`config.mk`:
```
export PLATFORM = sky130hd
export DESIGN_NAME = uart_rx_core
export DESIGN_NICKNAME = d
export VERILOG_FILES = /design/src/rtl/uart_rx_core.sv
export SDC_FILE = /design/constraint.sdc
export NUM_CORES = 1
export LEC_CHECK = 0
export BUFFER_PORTS_ARGS = -buffer_cell sky130_fd_sc_hd__buf_2
export CORE_UTILIZATION = 40
export DETAILED_ROUTE_END_ITERATION = 8
export PLACE_DENSITY = 0.57
export REMOVE_ABC_BUFFERS = 1
export SLEW_MARGIN = 20
export SYNTH_ARGS = -nofsm -noshare
export SYNTH_HDL_FRONTEND = slang
export SYNTH_SLANG_ARGS = --single-unit
```
`constraint.sdc`:
```
create_clock -name clk_100mhz -period 5.05 [get_ports clk_100mhz]
set_input_delay 0.2525 -clock clk_100mhz [delete_from_list [all_inputs] [get_ports clk_100mhz]]
set_output_delay 0.2525 -clock clk_100mhz [all_outputs]
set_load 0.01 [all_outputs]
```
`src/rtl/uart_rx_core.sv`:
```
// uart_rx_core: oversampling UART receiver (8 data bits, optional parity, 1 stop)
// with majority-voted bits, a single-entry valid/ready holding register and error pulses.
`timescale 1ns/1ps
module uart_rx_core #(
  parameter int CLK_FREQ_HZ = 100_000_000,
  parameter int BAUD        = 115200,
  parameter int OVERSAMPLE  = 16,
  parameter int PARITY      = 0
) (
  input  logic       clk_100mhz,
  input  logic       sys_rst_i,
  input  logic       terminal_rx,
  output logic [7:0] rx_data_o,
  output logic       rx_valid_o,
  input  logic       rx_ready_i,
  output logic       busy_o,
  output logic       frame_err_o,
  output logic       parity_err_o,
  output logic       overrun_o
);

  localparam int DIV_RAW = CLK_FREQ_HZ / (BAUD * OVERSAMPLE);
  localparam int DIV     = (DIV_RAW < 1) ? 1 : DIV_RAW;
  localparam int DIV_W   = (DIV > 1) ? $clog2(DIV) : 1;
  localparam int T_W     = $clog2(OVERSAMPLE);
  localparam int M       = OVERSAMPLE / 2;

  localparam logic [DIV_W-1:0] DIV_LAST = DIV_W'(DIV - 1);
  localparam logic [T_W-1:0]   T_LAST   = T_W'(OVERSAMPLE - 1);
  localparam logic [T_W-1:0]   T_S0     = T_W'(M - 1);
  localparam logic [T_W-1:0]   T_S1     = T_W'(M);
  localparam logic [T_W-1:0]   T_DEC    = T_W'(M + 1);
  localparam bit               PAR_EN   = (PARITY != 0);
  localparam bit               PAR_ODD  = (PARITY == 1);

  typedef enum logic [2:0] {
    S_IDLE,
    S_START,
    S_DATA,
    S_PARITY,
    S_STOP,
    S_BREAK
  } state_e;

  state_e           state_q, state_d;
  logic             sync1_q, rxs_q;
  logic [1:0]       fill_q, fill_d;
  logic             rxs_hi_q, rxs_hi_d;
  logic [DIV_W-1:0] div_cnt_q, div_cnt_d;
  logic [T_W-1:0]   t_q, t_d;
  logic [2:0]       bit_idx_q, bit_idx_d;
  logic [7:0]       shift_q, shift_d;
  logic [1:0]       samp_q, samp_d;
  logic             par_err_q, par_err_d;
  logic [7:0]       data_q, data_d;
  logic             valid_q, valid_d;
  logic             frame_err_q, frame_err_d;
  logic             parity_err_q, parity_err_d;
  logic             overrun_q, overrun_d;

  logic counting, phase_start, div_wrap, bit_end, at_decide, vote, start_edge;
  logic latch_bit, check_par, byte_ok, par_fail, frame_fail, exp_par, load;

  // Shared timing terms: each phase t has exactly one cycle with div_cnt_q == 0,
  // which is where the three vote samples and the bit decision are taken.
  assign counting    = (state_q == S_START) || (state_q == S_DATA) ||
                       (state_q == S_PARITY) || (state_q == S_STOP);
  assign phase_start = (div_cnt_q == '0);
  assign div_wrap    = (div_cnt_q == DIV_LAST);
  assign bit_end     = div_wrap && (t_q == T_LAST);
  assign at_decide   = counting && phase_start && (t_q == T_DEC);
  assign vote        = (samp_q[0] & samp_q[1]) | (samp_q[0] & rxs_q) | (samp_q[1] & rxs_q);
  assign start_edge  = rxs_hi_q && !rxs_q;
  assign exp_par     = PAR_ODD ? ~(^shift_q) : (^shift_q);

  // ---------------------------------------------------------------- state register
  always_ff @(posedge clk_100mhz or posedge sys_rst_i) begin
    if (sys_rst_i) state_q <= S_IDLE;
    else           state_q <= state_d;
  end

  // ---------------------------------------------------------------- next state
  // NOTE: every always_comb assigns its outputs a default first so no path can infer a latch.
  always_comb begin
    state_d = state_q;
    unique case (state_q)
      S_IDLE:   if (start_edge) state_d = S_START;
      S_START: begin
        if (at_decide && vote) state_d = S_IDLE;
        else if (bit_end)      state_d = S_DATA;
      end
      S_DATA:   if (bit_end && (bit_idx_q == 3'd7)) state_d = PAR_EN ? S_PARITY : S_STOP;
      S_PARITY: if (bit_end) state_d = S_STOP;
      S_STOP:   if (at_decide) state_d = vote ? S_IDLE : S_BREAK;
      S_BREAK:  if (rxs_q) state_d = S_IDLE;
      default:  state_d = S_IDLE;
    endcase
  end

  // ---------------------------------------------------------------- FSM outputs
  always_comb begin
    busy_o     = (state_q != S_IDLE);
    latch_bit  = 1'b0;
    check_par  = 1'b0;
    byte_ok    = 1'b0;
    par_fail   = 1'b0;
    frame_fail = 1'b0;
    unique case (state_q)
      S_DATA:   latch_bit = at_decide;
      S_PARITY: check_par = at_decide;
      S_STOP: begin
        byte_ok    = at_decide && vote && !par_err_q;
        par_fail   = at_decide && vote && par_err_q;
        frame_fail = at_decide && !vote;
      end
      default: ;
    endcase
  end

  // ---------------------------------------------------------------- datapath next values
  always_comb begin
    // The edge detector only arms once the synchronizer holds real line samples,
    // so a line held low through reset is never mistaken for a start bit.
    fill_d   = {fill_q[0], 1'b1};
    rxs_hi_d = fill_q[1] ? rxs_q : 1'b0;

    div_cnt_d = '0;
    t_d       = '0;
    if (counting) begin
      div_cnt_d = div_wrap ? '0 : div_cnt_q + 1'b1;
      t_d       = t_q;
      if (div_wrap) t_d = (t_q == T_LAST) ? '0 : t_q + 1'b1;
    end

    samp_d = samp_q;
    if (counting && phase_start) begin
      if (t_q == T_S0) samp_d[0] = rxs_q;
      if (t_q == T_S1) samp_d[1] = rxs_q;
    end

    bit_idx_d = bit_idx_q;
    if (state_q == S_IDLE)                 bit_idx_d = '0;
    else if ((state_q == S_DATA) && bit_end) bit_idx_d = bit_idx_q + 1'b1;

    shift_d = shift_q;
    if (latch_bit) shift_d[bit_idx_q] = vote;

    par_err_d = par_err_q;
    if (state_q == S_IDLE) par_err_d = 1'b0;
    else if (check_par)    par_err_d = (vote != exp_par);

    // Holding register: a consume in the same cycle frees the slot for the new byte.
    load         = byte_ok && (!valid_q || rx_ready_i);
    data_d       = load ? shift_q : data_q;
    valid_d      = valid_q;
    if (load)                        valid_d = 1'b1;
    else if (valid_q && rx_ready_i)  valid_d = 1'b0;
    overrun_d    = byte_ok && valid_q && !rx_ready_i;
    frame_err_d  = frame_fail;
    parity_err_d = PAR_EN && par_fail;
  end

  // ---------------------------------------------------------------- datapath registers
  // NOTE: sequential state uses non-blocking assignments so every flop samples pre-edge values.
  always_ff @(posedge clk_100mhz or posedge sys_rst_i) begin
    if (sys_rst_i) begin
      // NOTE: synchronizer flops preset to the idle-high line level, not to zero.
      sync1_q      <= 1'b1;
      rxs_q        <= 1'b1;
      fill_q       <= '0;
      rxs_hi_q     <= 1'b0;
      div_cnt_q    <= '0;
      t_q          <= '0;
      bit_idx_q    <= '0;
      shift_q      <= '0;
      samp_q       <= '0;
      par_err_q    <= 1'b0;
      data_q       <= '0;
      valid_q      <= 1'b0;
      frame_err_q  <= 1'b0;
      parity_err_q <= 1'b0;
      overrun_q    <= 1'b0;
    end else begin
      sync1_q      <= terminal_rx;
      rxs_q        <= sync1_q;
      fill_q       <= fill_d;
      rxs_hi_q     <= rxs_hi_d;
      div_cnt_q    <= div_cnt_d;
      t_q          <= t_d;
      bit_idx_q    <= bit_idx_d;
      shift_q      <= shift_d;
      samp_q       <= samp_d;
      par_err_q    <= par_err_d;
      data_q       <= data_d;
      valid_q      <= valid_d;
      frame_err_q  <= frame_err_d;
      parity_err_q <= parity_err_d;
      overrun_q    <= overrun_d;
    end
  end

  assign rx_data_o    = data_q;
  assign rx_valid_o   = valid_q;
  assign frame_err_o  = frame_err_q;
  assign parity_err_o = parity_err_q;
  assign overrun_o    = overrun_q;

endmodule

```
Word level (Yosys, flattened, before mapping). Cells that the tools add are included.

Register bits: 43. Input port bits: 4.

$add $sub $neg: 3. Order comparisons: 2. Equal/unequal tests: 19. Multiplexer cells: 28. Bitwise logic cells: 5. Reductions and logical operators: 33.

Operators by type and width (number): two-way mux 3 bit (10); case mux 3 bit (6 select lines) (1); logical AND 1 bit (14); equality test 4 bit (second input constant) (3); two-way mux 4 bit (3); two-way mux 6 bit (2); two-way mux 1 bit (10); equality test 3 bit (second input constant) (3); bitwise mux 8 bit (1); inequality test 2 bit (second input constant) (4); parity 8 bit (1); adder 6 x 1 -> 6 bit (second input constant) (1); equality test 3 x 2 -> 1 bit (second input constant) (2); equality test 6 bit (second input constant) (1); logical NOT 6 bit (1); AND reduction 6 bit (1); nonzero test 2 bit (3); logical NOT 1 bit (5); adder 4 x 1 -> 4 bit (second input constant) (1); equality test 4 x 3 -> 1 bit (second input constant) (1); logical OR 1 bit (4); less-than comparator 3 x 4 -> 1 bit (second input constant) (1); inequality test 2 x 1 -> 1 bit (second input constant) (2); AND reduction 2 bit (2); 10 further kinds (13).

Longest topological paths before layout.
Word-level depth: 11. Depth in mapped cells: 8. Gate-level depth less buffers: 7.

Least setup slack after synthesis. OpenSTA, ideal clock, no wires.

Path kind: reg2reg. Start: register rxs_q. End: register data_q[0], in the netlist rx_data_o[0]. Setup time: 0.125 ns. Arrival: 2.043 ns. Path slack: 2.882 ns. Stages on the path, launching flop included: 8. Buffers on the path: 2. Clock period less this slack: 2.168 ns. Path through: dfstp_2 -> buf_4 -> a21o_1 -> o21ai_1 -> or4_4 -> nor2b_2 -> buf_6 -> mux2_4.

Longest elaborated chain between the ends: 7. Elaborated cells on any way between the ends: 8.

Ends and longest elaborated chain: from (decl) (RTL line 46) `logic sync1_q, rxs_q;`; from (signal assigned) (RTL line 185) `rxs_q <= sync1_q;`; bitwise AND 1 bit (RTL line 72) `assign vote = (samp_q[0] & samp_q[1]) | (samp_q[0] & rxs_q) | (samp_q[1] & rxs_q);`; OR 1 bit (RTL line 72); OR 1 bit (*) (RTL line 72); logical AND 1 bit (*); logical AND 1 bit (*) (RTL line 112) `byte_ok = at_decide && vote && !par_err_q;`; two-way mux 1 bit (*) (RTL line 108) `unique case (state_q)`; logical AND 1 bit (*) (RTL line 153) `load = byte_ok && (!valid_q || rx_ready_i);`; to (signal assigned) (RTL line 194) `data_q <= data_d;`; to (decl) (RTL line 55) `logic [7:0] data_q, data_d;`.

Mark *: on every way between the ends. The rest lies on a longest branch, timed or not. A chain may end at the register's enable or synchronous reset.

Worst setup path in the final report.
Start: register rxs_q. End: register data_q[4], in the netlist rx_data_o[4].

The elaborated chain is that of the path after synthesis.

==> impl_metrics.py <==
metrics = {
    "min_path": {
        "holdCritStartpoint": "terminal_rx",
        "whs_endpoint": "sync1_q$_DFF_PP1_",
        "min_path_cells": 1,
        "min_path_type": "in -> reg",
    },
    "sta": {
        "slew_headroom_pct": 56.0,
        "drv_slew": 0,
        "finalClockSkew_ns": 0.00830,
        "period_share_pct": 49.8,
        "timing.final.ws_setup_ns": 2.54,
        "rsz0062_at_grt": "false",
        "setup_viol": 0,
        "hold_violations": 0,
        "worst_slew_pin_slew_ns": 0.656,
        "finalCriticalPeriod_ns": 2.51,
        "max_freq_ghz": 0.398,
        "tns_ns": 0,
    },
    "setup_path": {
        "regToRegSetupSlack_ns": 2.54,
        "worst_setup_path_end_kind": "flip-flop",
        "worstSetupPathType": "reg -> reg",
        "crit_family": "simple AND/OR/NAND/NOR gates",
        "slowest_delay_ns": 0.61,
        "slowest_stage": "or4_4",
        "start_kind": "flip-flop",
        "reg2reg_to": "rx_data_o[4]$_DFFE_PP0P_",
        "crit_chain": "a21o_1 -> o21ai_1 -> or4_4 -> nor2b_2 -> mux2_4",
        "cp_num_buf_inv": 0,
        "r2r-start": "rxs_q$_DFF_PP1_",
        "critPathMaxFanout": 9,
        "crit_arrival_ns": 2.69,
        "required_ns": 5.23,
        "r2r_cells": 5,
    },
    "clocking": {
        "clock_sinks": 43,
        "clock_latency_ns": 0.30,
        "ctsHoldBuffers": 0,
        "cts_resized": 0,
        "cts_buffers": 5,
        "cts_setup_buffers": 0,
        "clockBufferDepth": 2,
        "clkTransAtPathRegs_ns": 0.07,
        "cts_root_buf": "clkbuf_8",
        "htree_levels": 2,
        "cts_tree": "done",
    },
    "power": {
        "p_seq_share_pct": 52.8,
        "p_per_area_nw_per_um2": 304,
        "p_comb_share_pct": 16.8,
        "p_leak_nw": 1.11,
        "switchingPower_uw": 209,
        "switching_share_pct": 28.7,
        "peakVddDrop_mv": 0.137,
        "p_int_uw": 519,
        "clkPwrFrac_pct": 30.4,
    },
    "placement": {
        "finalWeightedCongestion": 0.801,
        "place_area_um2": 2300,
        "dp_hpwl_um": 2520,
        "portBuffers": 15,
        "dpl_worst_slack_ns": 2.52,
    },
    "route": {
        "drt_pass1_iterations": 4,
        "wl_um": 3600,
        "antenna_left": 0,
        "wl_per_cell_um": 12.4,
        "first_iter_violations": 74,
        "vias": 1421,
        "drc": 0,
        "viasPerCell": 4.88,
    },
    "layout": {
        "fill_cells": 501,
        "seqCellArea_um2": 1080,
        "multi_input_area_um2": 1030,
        "fin_area_um2": 2400,
        "syn_to_final_growth_pct": 9.18,
        "nets": 232,
        "drive_gt1_share_pct": 19.5,
        "antenna_cells": 0,
    },
    "grt": {
        "grt_usage_pct": 14.2,
        "overflow": 0,
        "antenna_found_initial": 0,
        "grt_pass1_vias": 1425,
        "grt_max_degree": 44,
        "grt_pass1_wl_um": 6490,
    },
    "synthesis": {
        "yosys.area.top_type": "dfrtp_1",
        "ys_ff_latch": 43,
        "syn_avg_cell_area_um2": 10.7,
        "ys_types": 46,
        "synth.area.top_cells": "dfrtp_1 47%, mux2_4 5.5%, ha_1 4.6%",
        "synth_commonest_cells": "41 x dfrtp_1, 18 x nand2_1, 18 x nor2_1",
        "syn_inst": 205,
        "ys.warnings.count": 0,
        "async_flop_share_pct": 100,
        "synth_edf_count": 0,
        "synthFlopType": "dfrtp_1",
        "ys_seq_area_share_pct": 49.1,
        "synth.most_common_cell": "dfrtp_1",
        "yosysTopAreaCellShare_pct": 46.8,
        "netlist_area_um2": 2190,
    },
    "flow_run": {
        "cap_violations": 0,
    },
    "die": {
        "die_area_um2": 5790,
        "die_w_um": 76.1,
        "core_area_um2": 5200,
        "fp.dieH_um": 76.1,
        "initial_utilization_pct": 42.2,
        "rows": 26,
        "io_pins": 17,
    },
    "outcome": {
        "status": "finished clean",
    },
}
==> registers in the layout (all words and copies together), names as in the netlist <==
| signal | flops |
|---|---|
| bit_idx_q | 3 |
| div_cnt_q | 6 |
| fill_q | 2 |
| frame_err_o | 1 |
| overrun_o | 1 |
| par_err_q | 1 |
| rx_data_o | 8 |
| rx_valid_o | 1 |
| rxs_hi_q | 1 |
| rxs_q | 1 |
| samp_q | 2 |
| shift_q | 8 |
| state_q | 3 |
| sync1_q | 1 |
| t_q | 4 |
==> power groups by stage <==
| stage | registers [mW] | logic [mW] | clock network, mW |
|---|---|---|---|
| finish | 0.384 | 0.122 | 0.221 |
| global route | 0.389 | 0.143 | 0.244 |
| CTS | 0.385 | 0.127 | 0.234 |
| detailed placement | 0.391 | 0.125 | 0 |
| global placement | 0.391 | 0.127 | 0 |
| floorplan | 0.386 | 0.0984 | 0 |
==> layer usage <==
metal	share of wire, %	global-route usage (%)	wire, um	vias to the layer above
met2	46	23.2	1650	18
met4	1.7	6.92	61	0
met5	0	0	0	-
li1	-	-	-	733
met3	2.9	3.35	105	5
met1	50	17.7	1790	665
==> cell usage in the layout (no fill, tap or decap), types with 2 or more instances in the layout <==
master,netlist,routed
dfrtp_1,41,41
nor2_1,18,18
nand2_1,18,18
buf_2,0,15
o21ai_0,14,14
nand3_1,10,10
xnor2_1,10,10
mux2_4,8,8
o31ai_1,8,8
ha_1,8,8
inv_1,8,7
a21oi_1,6,6
clkbuf_8,0,6
nand2b_1,3,3
nor3_1,3,3
mux2_2,3,3
xor2_1,3,3
o21a_1,2,2
and2_1,2,2
or3_1,2,2
a22oi_1,2,2
nor2b_1,2,2
o22ai_1,2,2
conb_1,2,2
dfstp_2,2,2
==> stage by stage <==
| stage | hold slack, ns | std cells | util [%] | power, mW |
|---|---|---|---|---|
| 4_1_cts | 0.0376 | 291 | 46.0 | 0.746 |
| 5_1_grt | 0.0407 | 291 | 46.0 | 0.776 |
| 6_report | 0.0522 | 291 | 46.0 | 0.728 |
| 3_5_place_dp | 0.340 | 283 | 44.3 | 0.517 |
| 3_3_place_gp | 0.331 | 283 | 44.3 | 0.518 |
| 2_1_floorplan | 0.257 | 197 | - | 0.484 |
==> cells by family (layout without fill, tap and decap cells) <==
kind of cell,Yosys count,in the layout,synth area share [%]
compound gates,40,40,11.2
xor+xnor,13,13,5.19
fa+ha+maj,8,8,4.56
buf+inv,16,32,4.10
flops,43,43,49.1
mux,13,13,7.98
other cells,2,2,0.342
simple gates,70,70,17.4
==> worst max path at each step <==
stage / start / endpoint / slack (ns) / cells after the start
floorplan: div_cnt_q[0]$_DFF_PP0_ / rx_data_o[0]$_DFFE_PP0P_ / 2.75 / 7
global placement: rxs_q$_DFF_PP1_ / rx_data_o[1]$_DFFE_PP0P_ / 2.56 / 5
detailed placement: rxs_q$_DFF_PP1_ / rx_data_o[1]$_DFFE_PP0P_ / 2.52 / 5
CTS: rxs_q$_DFF_PP1_ / rx_data_o[4]$_DFFE_PP0P_ / 2.51 / 5
global route: rxs_q$_DFF_PP1_ / rx_data_o[6]$_DFFE_PP0P_ / 2.36 / 5
finish: rxs_q$_DFF_PP1_ / rx_data_o[4]$_DFFE_PP0P_ / 2.54 / 5
==> final cells by class <==
| type | instances | area share, % |
|---|---|---|
| Clock buffer | 7 | 3.60 |
| Sequential cell | 43 | 45.0 |
| Timing Repair Buffer | 16 | 3.45 |
| Tap cell | 70 | 3.66 |
| Inverter | 8 | 1.25 |
| Multi-Input combinational cell | 146 | 42.8 |
| Clock inverter | 1 | 0.209 |
(Power assumes the default switching activity.)
